===== config.mk =====
export PLATFORM = sky130hd
export DESIGN_NAME = ads8688_resp_flat
export DESIGN_NICKNAME = d
export VERILOG_FILES = /design/src/rtl/ads8688_resp_pkg.sv /design/src/rtl/ads8688_resp_if.sv /design/src/rtl/ads8688_resp_spi_slv_sync.sv /design/src/rtl/ads8688_resp.sv /design/src/flat_wrapper.sv
export SDC_FILE = /design/constraint.sdc
export NUM_CORES = 1
export LEC_CHECK = 0
export ABC_CLOCK_PERIOD_IN_PS = 3350
export BUFFER_PORTS_ARGS = -buffer_cell sky130_fd_sc_hd__buf_2
export CAP_MARGIN = 20
export CORE_ASPECT_RATIO = 1.5
export CORE_MARGIN = 5
export CORE_UTILIZATION = 30
export CTS_CLUSTER_DIAMETER = 200
export DETAILED_ROUTE_END_ITERATION = 10
export SETUP_SLACK_MARGIN = 0.15
export SYNTH_ARGS = -nofsm -noshare
export SYNTH_HDL_FRONTEND = slang
export SYNTH_SLANG_ARGS = --single-unit

===== constraint.sdc =====
create_clock -name clk -period 3.35 [get_ports clk]
set_clock_uncertainty 0.2 [all_clocks]
set_input_delay 0 -clock clk [delete_from_list [all_inputs] [get_ports clk]]
set_output_delay 0 -clock clk [all_outputs]
set_load 0.03 [all_outputs]

===== src/rtl/ads8688_resp_pkg.sv =====
// ads8688_pkg: ADS8688 responder command codes, FSM state type and widths.
// Rev 1.0
`default_nettype none

package ads8688_pkg;

  localparam int CMD_W  = 16;
  localparam int DATA_W = 16;

  localparam logic [CMD_W-1:0] CMD_NO_OP       = 16'h0000;
  localparam logic [CMD_W-1:0] CMD_RST         = 16'h8500;
  localparam logic [CMD_W-1:0] CMD_MAN_CH_BASE = 16'hC000;
  localparam logic [CMD_W-1:0] CMD_MAN_CH_STEP = 16'h0400;
  localparam logic [CMD_W-1:0] CMD_MAN_CH_MASK = ~(CMD_MAN_CH_STEP * 16'd7);

  typedef enum logic [1:0] {
    ST_IDLE  = 2'd0,
    ST_SHIFT = 2'd1,
    ST_DONE  = 2'd2
  } state_e;

  function automatic logic is_man_ch(input logic [CMD_W-1:0] cmd);
    return (cmd & CMD_MAN_CH_MASK) == CMD_MAN_CH_BASE;
  endfunction

endpackage

`default_nettype wire


===== src/rtl/ads8688_resp_if.sv =====
// ads8688_resp_if: SPI pins, sample-source handshake and command status of the responder.
// Rev 1.0
`default_nettype none

interface ads8688_resp_if;
  import ads8688_pkg::*;

  logic              sclk;
  logic              csn;
  logic              mosi;
  logic              miso;
  logic              miso_oe;
  logic              smp_req;
  logic [2:0]        smp_ch;
  logic [DATA_W-1:0] smp_data;
  logic              smp_valid;
  logic              cmd_valid;
  logic [CMD_W-1:0]  cmd_word;
  logic              frame_err;
  logic              data_miss;

  modport slave (
    input  sclk, csn, mosi, smp_data, smp_valid,
    output miso, miso_oe, smp_req, smp_ch, cmd_valid, cmd_word, frame_err, data_miss
  );

  modport master (
    output sclk, csn, mosi, smp_data, smp_valid,
    input  miso, miso_oe, smp_req, smp_ch, cmd_valid, cmd_word, frame_err, data_miss
  );

endinterface

`default_nettype wire


===== src/rtl/ads8688_resp_spi_slv_sync.sv =====
// spi_slv_sync: synchronises sclk/csn/mosi into clk and flags their edges.
// Rev 1.0
`default_nettype none

module spi_slv_sync #(
  parameter int SYNC_STAGES = 2
) (
  input  wire logic clk,
  input  wire logic arstn,
  input  wire logic sclk_i,
  input  wire logic csn_i,
  input  wire logic mosi_i,
  output logic      csn_o,
  output logic      mosi_o,
  output logic      sclk_rise_o,
  output logic      sclk_fall_o,
  output logic      csn_fall_o,
  output logic      csn_rise_o
);

  logic [SYNC_STAGES-1:0] sclk_sync_q;
  logic [SYNC_STAGES-1:0] csn_sync_q;
  logic [SYNC_STAGES-1:0] mosi_sync_q;
  logic                   sclk_prev_q;
  logic                   csn_prev_q;

  // csn chain resets high so a released reset never looks like a frame start
  always_ff @(posedge clk or negedge arstn) begin
    if (!arstn) begin
      sclk_sync_q <= '0;
      csn_sync_q  <= '1;
      mosi_sync_q <= '0;
      sclk_prev_q <= 1'b0;
      csn_prev_q  <= 1'b1;
    end else begin
      sclk_sync_q <= {sclk_sync_q[SYNC_STAGES-2:0], sclk_i};
      csn_sync_q  <= {csn_sync_q[SYNC_STAGES-2:0], csn_i};
      mosi_sync_q <= {mosi_sync_q[SYNC_STAGES-2:0], mosi_i};
      sclk_prev_q <= sclk_sync_q[SYNC_STAGES-1];
      csn_prev_q  <= csn_sync_q[SYNC_STAGES-1];
    end
  end

  assign csn_o       = csn_sync_q[SYNC_STAGES-1];
  assign mosi_o      = mosi_sync_q[SYNC_STAGES-1];
  assign sclk_rise_o =  sclk_sync_q[SYNC_STAGES-1] & ~sclk_prev_q;
  assign sclk_fall_o = ~sclk_sync_q[SYNC_STAGES-1] &  sclk_prev_q;
  assign csn_fall_o  = ~csn_sync_q[SYNC_STAGES-1]  &  csn_prev_q;
  assign csn_rise_o  =  csn_sync_q[SYNC_STAGES-1]  & ~csn_prev_q;

endmodule

`default_nettype wire


===== src/rtl/ads8688_resp.sv =====
// ads8688_resp: ADS8688 manual-channel SPI responder (mode 0) backed by a parallel sample source.
// Rev 1.0 -- define ADS8688_RESP_FRAME_CHK_EN to reject frames whose length differs from FRAME_BITS.
`default_nettype none

module ads8688_resp
  import ads8688_pkg::*;
#(
  parameter int FRAME_BITS  = 32,
  parameter int SYNC_STAGES = 2
) (
  input  wire logic      clk,
  input  wire logic      arstn,
  ads8688_resp_if.slave  bus
);

  logic csn_s, mosi_s, sclk_rise, sclk_fall, csn_fall, csn_rise;

  spi_slv_sync #(.SYNC_STAGES(SYNC_STAGES)) u_sync (
    .clk         (clk),
    .arstn       (arstn),
    .sclk_i      (bus.sclk),
    .csn_i       (bus.csn),
    .mosi_i      (bus.mosi),
    .csn_o       (csn_s),
    .mosi_o      (mosi_s),
    .sclk_rise_o (sclk_rise),
    .sclk_fall_o (sclk_fall),
    .csn_fall_o  (csn_fall),
    .csn_rise_o  (csn_rise)
  );

  state_e                state_q, state_d;
  logic [5:0]            cnt_q, cnt_d;
  logic [FRAME_BITS-1:0] tx_q, tx_d;
  logic [CMD_W-1:0]      rx_q, rx_d;
  logic [2:0]            chan_q, chan_d;
  logic [DATA_W-1:0]     result_q, result_d;
  logic                  smp_req_q, smp_req_d;
  logic [2:0]            smp_ch_q, smp_ch_d;
  logic                  cmd_valid_q, cmd_valid_d;
  logic [CMD_W-1:0]      cmd_word_q, cmd_word_d;
  logic                  data_miss_q, data_miss_d;
  logic                  frame_ok;
`ifdef ADS8688_RESP_FRAME_CHK_EN
  logic                  frame_err_q, frame_err_d;
`endif

  always_ff @(posedge clk or negedge arstn) begin
    if (!arstn) begin
      state_q     <= ST_IDLE;
      cnt_q       <= '0;
      tx_q        <= '0;
      rx_q        <= '0;
      chan_q      <= '0;
      result_q    <= '0;
      smp_req_q   <= 1'b0;
      smp_ch_q    <= '0;
      cmd_valid_q <= 1'b0;
      cmd_word_q  <= '0;
      data_miss_q <= 1'b0;
`ifdef ADS8688_RESP_FRAME_CHK_EN
      frame_err_q <= 1'b0;
`endif
    end else begin
      state_q     <= state_d;
      cnt_q       <= cnt_d;
      tx_q        <= tx_d;
      rx_q        <= rx_d;
      chan_q      <= chan_d;
      result_q    <= result_d;
      smp_req_q   <= smp_req_d;
      smp_ch_q    <= smp_ch_d;
      cmd_valid_q <= cmd_valid_d;
      cmd_word_q  <= cmd_word_d;
      data_miss_q <= data_miss_d;
`ifdef ADS8688_RESP_FRAME_CHK_EN
      frame_err_q <= frame_err_d;
`endif
    end
  end

  always_comb begin
    state_d     = state_q;
    cnt_d       = cnt_q;
    tx_d        = tx_q;
    rx_d        = rx_q;
    chan_d      = chan_q;
    result_d    = result_q;
    smp_req_d   = smp_req_q;
    smp_ch_d    = smp_ch_q;
    cmd_valid_d = 1'b0;
    cmd_word_d  = cmd_word_q;
    data_miss_d = 1'b0;
    frame_ok    = 1'b0;
`ifdef ADS8688_RESP_FRAME_CHK_EN
    frame_err_d = 1'b0;
`endif

    // Sample capture first so a request issued in DONE below overrides the clear
    if (bus.smp_valid && smp_req_q) begin
      result_d  = bus.smp_data;
      smp_req_d = 1'b0;
    end

    case (state_q)
      ST_IDLE: begin
        if (csn_fall) begin
          state_d     = ST_SHIFT;
          cnt_d       = '0;
          rx_d        = '0;
          tx_d        = FRAME_BITS'(result_q);
          data_miss_d = smp_req_q;
        end
      end
      ST_SHIFT: begin
        if (csn_rise) begin
          state_d = ST_DONE;
        end else begin
          if (sclk_rise) begin
            // RX freezes after 16 bits so it always holds the command slot
            if (cnt_q < 6'd16) rx_d = {rx_q[CMD_W-2:0], mosi_s};
            if (cnt_q != 6'd63) cnt_d = cnt_q + 6'd1;
          end
          if (sclk_fall) tx_d = {tx_q[FRAME_BITS-2:0], 1'b0};
        end
      end
      ST_DONE: begin
        state_d = ST_IDLE;
`ifdef ADS8688_RESP_FRAME_CHK_EN
        frame_ok    = (cnt_q == 6'(FRAME_BITS));
        frame_err_d = ~frame_ok;
`else
        frame_ok    = (cnt_q >= 6'd16);
`endif
        if (frame_ok) begin
          cmd_valid_d = 1'b1;
          cmd_word_d  = rx_q;
          if (is_man_ch(rx_q)) begin
            chan_d    = rx_q[12:10];
            smp_req_d = 1'b1;
            smp_ch_d  = rx_q[12:10];
          end else if (rx_q == CMD_NO_OP) begin
            smp_req_d = 1'b1;
            smp_ch_d  = chan_q;
          end else if (rx_q == CMD_RST) begin
            chan_d   = '0;
            result_d = '0;
          end
        end
      end
      default: state_d = ST_IDLE;
    endcase
  end

  assign bus.miso      = (state_q == ST_SHIFT) ? tx_q[FRAME_BITS-1] : 1'b0;
  assign bus.miso_oe   = ~csn_s;
  assign bus.smp_req   = smp_req_q;
  assign bus.smp_ch    = smp_ch_q;
  assign bus.cmd_valid = cmd_valid_q;
  assign bus.cmd_word  = cmd_word_q;
  assign bus.data_miss = data_miss_q;
`ifdef ADS8688_RESP_FRAME_CHK_EN
  assign bus.frame_err = frame_err_q;
`else
  assign bus.frame_err = 1'b0;
`endif

endmodule

`default_nettype wire

===== src/flat_wrapper.sv =====
// flat-port wrapper written by rule: the top's interface ports become plain ports
module ads8688_resp_flat import ads8688_pkg::*;
#(
  parameter int FRAME_BITS  = 32,
  parameter int SYNC_STAGES = 2
)
  (clk, arstn, bus_sclk, bus_csn, bus_mosi, bus_smp_data, bus_smp_valid, bus_miso, bus_miso_oe, bus_smp_req, bus_smp_ch, bus_cmd_valid, bus_cmd_word, bus_frame_err, bus_data_miss);
  ads8688_resp_if bus_i ();
  input  wire logic clk;
  input  wire logic arstn;
  input wire logic [$bits(bus_i.sclk)-1:0] bus_sclk;
  input wire logic [$bits(bus_i.csn)-1:0] bus_csn;
  input wire logic [$bits(bus_i.mosi)-1:0] bus_mosi;
  input wire logic [$bits(bus_i.smp_data)-1:0] bus_smp_data;
  input wire logic [$bits(bus_i.smp_valid)-1:0] bus_smp_valid;
  output wire logic [$bits(bus_i.miso)-1:0] bus_miso;
  output wire logic [$bits(bus_i.miso_oe)-1:0] bus_miso_oe;
  output wire logic [$bits(bus_i.smp_req)-1:0] bus_smp_req;
  output wire logic [$bits(bus_i.smp_ch)-1:0] bus_smp_ch;
  output wire logic [$bits(bus_i.cmd_valid)-1:0] bus_cmd_valid;
  output wire logic [$bits(bus_i.cmd_word)-1:0] bus_cmd_word;
  output wire logic [$bits(bus_i.frame_err)-1:0] bus_frame_err;
  output wire logic [$bits(bus_i.data_miss)-1:0] bus_data_miss;
  assign bus_i.sclk = bus_sclk;
  assign bus_i.csn = bus_csn;
  assign bus_i.mosi = bus_mosi;
  assign bus_i.smp_data = bus_smp_data;
  assign bus_i.smp_valid = bus_smp_valid;
  assign bus_miso = bus_i.miso;
  assign bus_miso_oe = bus_i.miso_oe;
  assign bus_smp_req = bus_i.smp_req;
  assign bus_smp_ch = bus_i.smp_ch;
  assign bus_cmd_valid = bus_i.cmd_valid;
  assign bus_cmd_word = bus_i.cmd_word;
  assign bus_frame_err = bus_i.frame_err;
  assign bus_data_miss = bus_i.data_miss;
  ads8688_resp #(.FRAME_BITS(FRAME_BITS), .SYNC_STAGES(SYNC_STAGES)) u_core (.clk(clk), .arstn(arstn), .bus(bus_i));
endmodule

==> results.txt, run 1 <==
initial antenna violation count -> 0
DR WL/cell -> 14.6 um
final setup vio count -> 0
1st-pass router iterations -> 5
Synth Area in Simple Gates -> 11.1%
Vias -> 3,155
Max-slew headroom -> 42.2%
Pwr Total -> 2.88 mW
Final period util -> 81.9%
Mapped Nets -> 412
FF+latch count, synth -> 105
top cells by area, synth -> dfrtp_1 58%, mux2i_1 7.0%, o21ai_0 4.4%
Leak -> 2.57 nW
clock slew seen by the registers of the worst setup and hold paths -> 0.07 ns
worst r2r src -> u_core.state_q[1]
Largest stage delay, worst path -> 0.82 ns
PortBufs -> 45
vias in the first global route -> 3,281
dominant synthesized flop cell -> dfrtp_1
Area Overhead vs Synth -> 25.0%
layout cells sized above 1 -> 20.4%
final hold vios -> 0
# diodes -> 0
CTS tree -> yes
FMAX -> 364 MHz
compound-cell area share of the yosys netlist -> 13.4%
remaining antenna violation count after routing -> 0
Post-route DRC -> 0
Die Area -> 17,300 um^2
pwr/cell area -> 521 nW/um^2
PnR worst setup slack -> 0.606 ns
CP startpoint kind -> register
root buf cell -> clkbuf_16
synthesized area per cell -> 11.4 um^2
post-synthesis cell count -> 389
worst hold start -> bus_mosi
initial drt markers -> 103
Fin Hold WS -> 0.110 ns
CP Data Arrival Time -> 2.80 ns
CP Class -> register to register
maximum VDD drop -> 0.283 mV
RSZ-0062 raised after global routing -> false
synth cell count leaders -> 102 x dfrtp_1, 41 x nand2_1, 39 x o21ai_0
total track usage -> 11.9%
Worst path top cell family by delay -> flip-flops
dpl ws -> 0.416 ns
CP cell instances -> nor4b_2 > a31oi_1 > nand2b_1 > buf_4 > mux2i_1
share of Yosys cell area claimed by the top area cell type -> 57.6%
CP startpoint -> u_core.state_q[1]
adder-cell share of the synthesized area -> 0.283%
CP Capture Type -> register
cell taking the most area after synthesis -> dfrtp_1
hpwl dp -> 6250 um
worst slew pin tran -> 0.863 ns
most frequent cell after synthesis -> dfrtp_1
Die Width -> 109 um
grt total ovfl -> 0
Crit-path slowest cell -> dfrtp_1
post-synthesis mux area share -> 11.1%
non-filler cells, final -> 666
DP Area -> 4820 um^2
Cells after DPL -> 610
die height -> 159 um
Tmin final -> 2.74 ns
Placer Congestion -> 0.763
EDFF count, synth -> 0
H-tree levels -> 3
largest net degree at the start of global routing -> 80
Clock Latency Late Sink -> 0.34 ns
Final Cell Area -> 5540 um^2
io pins -> 47
global-route wire length before repair -> 16,400 um
Post-synth ARST share -> 100%
Worst EP required -> 3.40 ns
Seq/Total Area, Yosys -> 59.4%
utilization after layout -> 38.1%
row cnt -> 54
Initial Utilization -> 30.5%
clock sinks -> 105
Vias/cell -> 4.74
post-layout net count -> 488
largest family of logic cells by synthesized area -> compound AO/OA/AOI/OAI gates
area share of xor/xnor cells in the synthesized design -> 0%
Synth cell types -> 45
Ys Warns -> 0
total routed wirelength -> 9750 um
status -> completed
maxcap violations -> 0
Cell Area, Synth -> 4430 um^2
crit-path max FO -> 23
Max Slew Vio Count -> 0
core area -> 14,500 um^2
Num CTS Buffers -> 9
clock buffer depth -> 2
setup_tns -> 0 ns
WP buf/inv -> 1
Hold WC Path Type -> input pin to register
## repair_timing
action / CTS / global route
hold buffers: 37 / 1
hold endpoints to repair: 94 / 21
buffers inserted: 0 / 0
endpoints found under the setup margin: 0 / 0
resized for setup: 0 / 0
## layer usage
layer	wire length (um)	vias to the layer above	global-route usage (%)
met5	0	-	0
met4	142	0	3.91
met3	327	13	2.40
met2	4970	52	19.8
met1	4310	1562	15.4
li1	-	1528	-
## power breakdown
part	total [mW]	internal, mW	switching, mW
logic	0.346	0.152	0.194
clock network	1.05	0.595	0.455
registers	1.49	1.40	0.0895
## layout make-up
type | instances | area, um^2
fillers | 1433 | 8990
flip-flops and latches | 105 | 2630
multi-input cells | 236 | 1590
repair buffers | 91 | 688
well taps | 196 | 245
clock buffers | 10 | 239
inverters | 22 | 82.6
clock inverters | 6 | 57.6
## layout by cell type (no fill, tap or decap), types with 2 or more instances in the layout
master,Yosys,layout
a21oi_1,19,19
a22o_1,19,19
buf_2,7,44
buf_4,3,8
clkbuf_16,0,9
clkinv_2,0,4
dfrtp_1,102,102
dfstp_2,3,3
dlygate4sd3_1,0,38
inv_1,22,22
mux2_2,16,16
mux2i_1,31,31
nand2_1,41,41
nand2b_1,4,4
nand3_1,21,21
nor2_1,6,6
nor3_1,2,2
nor3b_1,3,3
nor4_1,2,2
o21ai_0,39,39
o221a_1,3,3
o31ai_1,4,4
or3_1,2,2
or3_4,2,2
or4_1,2,2
## flip-flops by register name (all words and copies together), names as in the netlist
signal	flops
u_core.u_sync.csn_sync_q	2
u_core.u_sync.csn_prev_q	1
u_core.bus.smp_ch	3
u_core.bus.cmd_valid	1
u_core.bus.cmd_word	16
u_core.u_sync.sclk_sync_q	2
u_core.bus.smp_req	1
u_core.rx_q	16
u_core.cnt_q	6
u_core.u_sync.mosi_sync_q	2
u_core.bus.data_miss	1
u_core.result_q	16
u_core.u_sync.sclk_prev_q	1
u_core.tx_q	32
u_core.state_q	2
u_core.chan_q	3
## kinds of logic after synthesis
logic type                 count (synthesis)
adders and majority gates                  1
DFF                                      105
buffers and inverters                     48
muxes                                     47
and+or+nand+nor                           94
AOI/OAI and AO/OA                         93
other                                      1
## worst register-to-register path: stages (launching register included)
cell	delay, ns
dfrtp_1	0.82
nor4b_2	0.21
a31oi_1	0.69
nand2b_1	0.20
buf_4	0.28
mux2i_1	0.26
## final timing paths
check | end | slack, ns | cells past startpoint
worst min register to register | u_core.u_sync.sclk_sync_q[1] | 0.16 | 0
min in group asynchronous | u_core.bus.cmd_word[9] | 0.43 | 3
max in group asynchronous | u_core.result_q[11] | 1.68 | 5
worst min-delay path | u_core.u_sync.mosi_sync_q[0] | 0.11 | 2
worst max register to register | u_core.rx_q[1] | 0.61 | 5
worst max-delay path | u_core.rx_q[1] | 0.61 | 5
Power figures use the tool's default switching activity.
==> run 2: changes to the inputs <==
ABC_CLOCK_PERIOD_IN_PS = 2300   (was 3350)
clock period = 2.3 ns   (was 3.35 ns; I/O delays follow)
==> results.txt, run 2 (synthesis gave the netlist of run 1 again) <==
most frequent cells in the layout -> 102 x dfrtp_1, 44 x buf_2, 41 x nand2_1 (unchanged)
Max-slew headroom -> 60.4% (was 42.2%)
Num CTS Buffers -> 9 (unchanged)
DR WL/cell -> 14.1 um (was 14.6 um)
status -> completed (unchanged)
Vias -> 3,179 (was 3,155)
total routed wirelength -> 9530 um (was 9750 um)
dpl ws -> 0.155 ns (was 0.416 ns)
PortBufs -> 45 (unchanged)
FMAX -> 487 MHz (was 364 MHz)
clock sinks -> 105 (unchanged)
R2R cell count -> 5 (unchanged)
# diodes -> 0 (unchanged)
crit-path max FO -> 8 (was 23)
clock slew seen by the registers of the worst setup and hold paths -> 0.07 ns (about the same)
commonest non-fill, non-tap cell in the layout -> dfrtp_1 (unchanged)
worst hold start -> bus_mosi (unchanged)
Area Overhead vs Synth -> 27.1% (was 25.0%)
Placer Congestion -> 0.754 (was 0.763)
Max Slew Vio Count -> 0 (unchanged)
post-layout net count -> 497 (was 488)
Post-route DRC -> 0 (unchanged)
root buf cell -> clkbuf_16 (unchanged)
row cnt -> 54 (unchanged)
Largest Register -> u_core.tx_q (unchanged)
Tmin final -> 2.05 ns (was 2.74 ns)
worst hold endpoint -> u_core.u_sync.mosi_sync_q[0] (unchanged)
initial drt markers -> 126 (was 103)
Die Area -> 17,300 um^2 (unchanged)
Cells after DPL -> 621 (was 610)
initial antenna violation count -> 0 (unchanged)
CTS tree -> yes (unchanged)
vias in the first global route -> 3,457 (was 3,281)
remaining antenna violation count after routing -> 0 (unchanged)
fill cell count -> 1,407 (was 1,433)
CP Class -> register to register (unchanged)
1st-pass router iterations -> 4 (was 5)
largest net degree at the start of global routing -> 46 (was 80)
CP startpoint -> u_core.u_sync.csn_prev_q (was u_core.state_q[1])
Die Width -> 109 um (unchanged)
pwr/cell area -> 732 nW/um^2 (was 521 nW/um^2)
layout cells sized above 1 -> 22.6% (was 20.4%)
worst slew pin tran -> 0.593 ns (was 0.863 ns)
Clock Latency Late Sink -> 0.34 ns (about the same)
hpwl dp -> 6340 um (was 6250 um)
core area -> 14,500 um^2 (unchanged)
Worst Hold Path Cells -> 2 (unchanged)
max reg flops -> 32 (unchanged)
non-filler cells, final -> 674 (was 666)
maximum VDD drop -> 0.322 mV (was 0.283 mV)
global-route wire length before repair -> 16,600 um (was 16,400 um)
Final Cell Area -> 5630 um^2 (was 5540 um^2)
PnR worst setup slack -> 0.247 ns (was 0.606 ns)
reg2reg end -> u_core.cnt_q[0] (was u_core.rx_q[1])
area of the multi-input gates -> 1620 um^2 (was 1590 um^2)
grt total ovfl -> 0 (unchanged)
Leak -> 2.62 nW (was 2.57 nW)
CP Data Arrival Time -> 2.13 ns (was 2.80 ns)
CP Capture Type -> register (unchanged)
Initial Utilization -> 30.5% (unchanged)
post-CTS setup buffers -> 0 (unchanged)
final setup vio count -> 0 (unchanged)
Worst EP required -> 2.38 ns (was 3.40 ns)
H-tree levels -> 3 (unchanged)
total track usage -> 11.9% (about the same)
setup_tns -> 0 ns (unchanged)
final hold vios -> 0 (unchanged)
CP startpoint kind -> register (unchanged)
clock buffer depth -> 2 (unchanged)
reg2reg setup slack -> 0.25 ns (was 0.61 ns)
io pins -> 47 (unchanged)
Vias/cell -> 4.72 (was 4.74)
maxcap violations -> 0 (unchanged)
Hold WC Path Type -> input pin to register (unchanged)
Final period util -> 89.3% (was 81.9%)
DP Area -> 4940 um^2 (was 4820 um^2)
die height -> 159 um (unchanged)
RSZ-0062 raised after global routing -> true (was false)
Reg area -> 2630 um^2 (unchanged)
worst r2r src -> u_core.u_sync.csn_prev_q (was u_core.state_q[1])
run 2: metrics by stage:
step	power (mW)	utilization [%]	hold slack, ns
after global placement	2.68	34.0	-0.193
after CTS	4.17	38.5	0.0845
after detailed placement	2.71	34.0	-0.190
after floorplan	2.51	-	-0.496
final	4.12	38.7	0.0996
after global routing	4.37	38.7	0.123
run 2: power breakdown:
| group | switching (mW) | total, mW | internal, mW |
|---|---|---|---|
| registers | 0.114 | 2.15 | 2.04 |
| logic | 0.301 | 0.559 | 0.258 |
| clock network | 0.658 | 1.41 | 0.756 |
| total | 1.07 | 4.12 | 3.05 |
run 2: what timing repair did:
action | in CTS | in global routing
gates resized for setup | 1 | 5
setup endpoints to repair | 3 | 20
hold buffers | 38 | 0
hold endpoints to repair | 124 | 0
run 2: layout make-up:
type	count	area share, %
Sequential cell	105	46.8
Multi-Input combinational cell	236	28.9
Timing Repair Buffer	100	13.7
Tap cell	196	4.36
Clock buffer	10	4.25
Inverter	22	1.47
Clock inverter	5	0.578
run 2: routing by layer:
metal	track usage [%]	routed length [um]
met5	0	0
met4	4.71	166
met3	2.11	263
met2	20.4	4850
met1	14.6	4240
run 2: worst max-delay path by stage:
stage / endpoint / slack (ns)
global route: u_core.cnt_q[0] / 0.12
detailed placement: u_core.tx_q[16] / 0.15
finish: u_core.cnt_q[0] / 0.25
global placement: u_core.tx_q[16] / 0.22
CTS: u_core.cnt_q[0] / 0.18
floorplan: u_core.bus.smp_ch[0] / 0.17
run 2: worst max-delay path, stage by stage (launching register included):
cell and delay, ns:
dfstp_2 0.56, nor4b_4 0.25, a31oi_2 0.11, buf_4 0.19
or4b_2 0.60, nand2_1 0.07
==> run 3: changes to the inputs <==
CORE_UTILIZATION = 45   (was 30)
PLACE_DENSITY = 0.66   (was default)
==> results.txt, run 3 (synthesis gave the netlist of run 1 again) <==
CP Capture Type -> register (unchanged)
clock slew seen by the registers of the worst setup and hold paths -> 0.07 ns (about the same)
Vias/cell -> 5.44 (was 4.72)
hpwl dp -> 5960 um (was 6340 um)
Largest Register -> u_core.tx_q (unchanged)
CTS tree -> yes (unchanged)
Area Overhead vs Synth -> 26.5% (was 27.1%)
most frequent cells in the layout -> 102 x dfrtp_1, 44 x buf_2, 41 x nand2_1 (unchanged)
total track usage -> 16.9% (was 11.9%)
status -> completed (unchanged)
clock sinks -> 105 (unchanged)
Post-route DRC -> 0 (unchanged)
global-route wire length before repair -> 16,600 um (about the same)
vias in the first global route -> 3,440 (was 3,457)
non-filler cells, final -> 596 (was 674)
largest net degree at the start of global routing -> 42 (was 46)
Crit-path slowest cell -> dfrtp_1 (was or4b_2)
die height -> 131 um (was 159 um)
maxcap violations -> 0 (unchanged)
Die Area -> 12,000 um^2 (was 17,300 um^2)
FMAX -> 483 MHz (was 487 MHz)
maximum VDD drop -> 0.546 mV (was 0.322 mV)
CP Data Arrival Time -> 2.10 ns (was 2.13 ns)
CP cell instances -> nand2b_4 > or4_4 > or3_4 > o221a_1 (was nor4b_4 > a31oi_2 > buf_4 > or4b_2 > nand2_1)
root buf cell -> clkbuf_16 (unchanged)
row cnt -> 44 (was 54)
Die Width -> 91.0 um (was 109 um)
core area -> 9630 um^2 (was 14,500 um^2)
final hold vios -> 0 (unchanged)
clock buffer depth -> 2 (unchanged)
Fin Hold WS -> 0.0273 ns (was 0.0996 ns)
Clock Latency Late Sink -> 0.34 ns (about the same)
utilization after layout -> 58.1% (was 38.7%)
worst slew pin tran -> 0.660 ns (was 0.593 ns)
# diodes -> 0 (unchanged)
RSZ-0062 raised after global routing -> true (unchanged)
CP startpoint kind -> register (unchanged)
pwr/cell area -> 763 nW/um^2 (was 732 nW/um^2)
Leak -> 2.64 nW (was 2.62 nW)
post-CTS setup buffers -> 0 (unchanged)
crit-path max FO -> 8 (unchanged)
Tmin final -> 2.07 ns (was 2.05 ns)
remaining antenna violation count after routing -> 0 (unchanged)
max reg flops -> 32 (unchanged)
layout cells sized above 1 -> 22.7% (was 22.6%)
total routed wirelength -> 9680 um (was 9530 um)
reg2reg setup slack -> 0.23 ns (was 0.25 ns)
Vias -> 3,241 (was 3,179)
Placer Congestion -> 0.780 (was 0.754)
Pwr Total -> 4.28 mW (was 4.12 mW)
PortBufs -> 45 (unchanged)
commonest non-fill, non-tap cell in the layout -> dfrtp_1 (unchanged)
post-layout net count -> 499 (was 497)
Num CTS Buffers -> 9 (unchanged)
final setup vio count -> 0 (unchanged)
io pins -> 47 (unchanged)
Hold WC Path Type -> input pin to async pin (was input pin to register)
initial drt markers -> 131 (was 126)
Max-slew headroom -> 55.8% (was 60.4%)
Initial Utilization -> 46.0% (was 30.5%)
1st-pass router iterations -> 4 (unchanged)
grt total ovfl -> 0 (unchanged)
DR WL/cell -> 16.2 um (was 14.1 um)
H-tree levels -> 3 (unchanged)
Cells after DPL -> 540 (was 621)
Max Slew Vio Count -> 0 (unchanged)
setup_tns -> 0 ns (unchanged)
Final period util -> 90.0% (was 89.3%)
CP Class -> register to register (unchanged)
Largest stage delay, worst path -> 0.46 ns (was 0.60 ns)
initial antenna violation count -> 0 (unchanged)
Worst EP required -> 2.33 ns (was 2.38 ns)
run 3: changes by cell type in the layout (fill, tap and decap cells not counted), sizes merged:
| cell | before | now |
|---|---|---|
| bufinv | 0 | 1 |
| dlygate4sd3 | 38 | 39 |
| clkinvlp | 0 | 2 |
| clkinv | 5 | 2 |
| inv | 22 | 24 |
| buf | 62 | 63 |
| clkbuf | 10 | 9 |
run 3: area by class of cell:
type	instances	area, um^2
sequential	105	2630
clock inverter	7	76.3
inverter	22	82.6
multi-input combinational	236	1620
timing repair buffer	102	823
tap	115	144
fill	775	4030
clock buffer	9	225
run 3: report_power, final:
part	leakage [nW]	internal, mW	total [mW]	switching, mW
clock network	0.142	0.852	1.54	0.689
logic	1.10	0.268	0.579	0.311
registers	1.40	2.03	2.15	0.120
total	2.64	3.15	4.28	1.12
run 3: worst paths after layout:
check | from | depth (start not counted) | to
max in group asynchronous | arstn | 3 | u_core.tx_q[28]
min reg2reg | u_core.u_sync.sclk_sync_q[0] | 0 | u_core.u_sync.sclk_sync_q[1]
max | u_core.state_q[0] | 4 | u_core.bus.smp_ch[1]
min in group clk | bus_mosi | 2 | u_core.u_sync.mosi_sync_q[0]
min | arstn | 2 | u_core.u_sync.csn_sync_q[1]
max reg2reg | u_core.state_q[0] | 4 | u_core.bus.smp_ch[1]
run 3: what timing repair did:
item | in CTS | in global routing
endpoints found under the hold margin | 124 | 0
gates resized for setup | 1 | 4
cloned | 0 | 0
endpoints found under the setup margin | 11 | 52
hold buffers | 39 | 0
pin swaps | 0 | 0
run 3: critical path: cells and delay by family, from the launching register on:
family	cells	cell delay [ns]
simple gates	3	1.04
flops	1	0.46
compound gates	1	0.25
run 3: layer usage:
metal / wire length, um / GRT usage [%] / vias to the layer above
met2: 4980 / 28.3 / 64
li1: - / - / 1545
met3: 389 / 4.75 / 12
met4: 150 / 4.98 / 0
met1: 4160 / 21.2 / 1620
met5: 0 / 0 / -
run 3: through the flow:
step	instance area [um^2]	setup WS, ns
2_1_floorplan	4430	0.174
3_3_place_gp	4850	0.203
3_5_place_dp	4850	0.154
4_1_cts	5550	0.150
5_1_grt	5600	0.131
6_report	5600	0.230
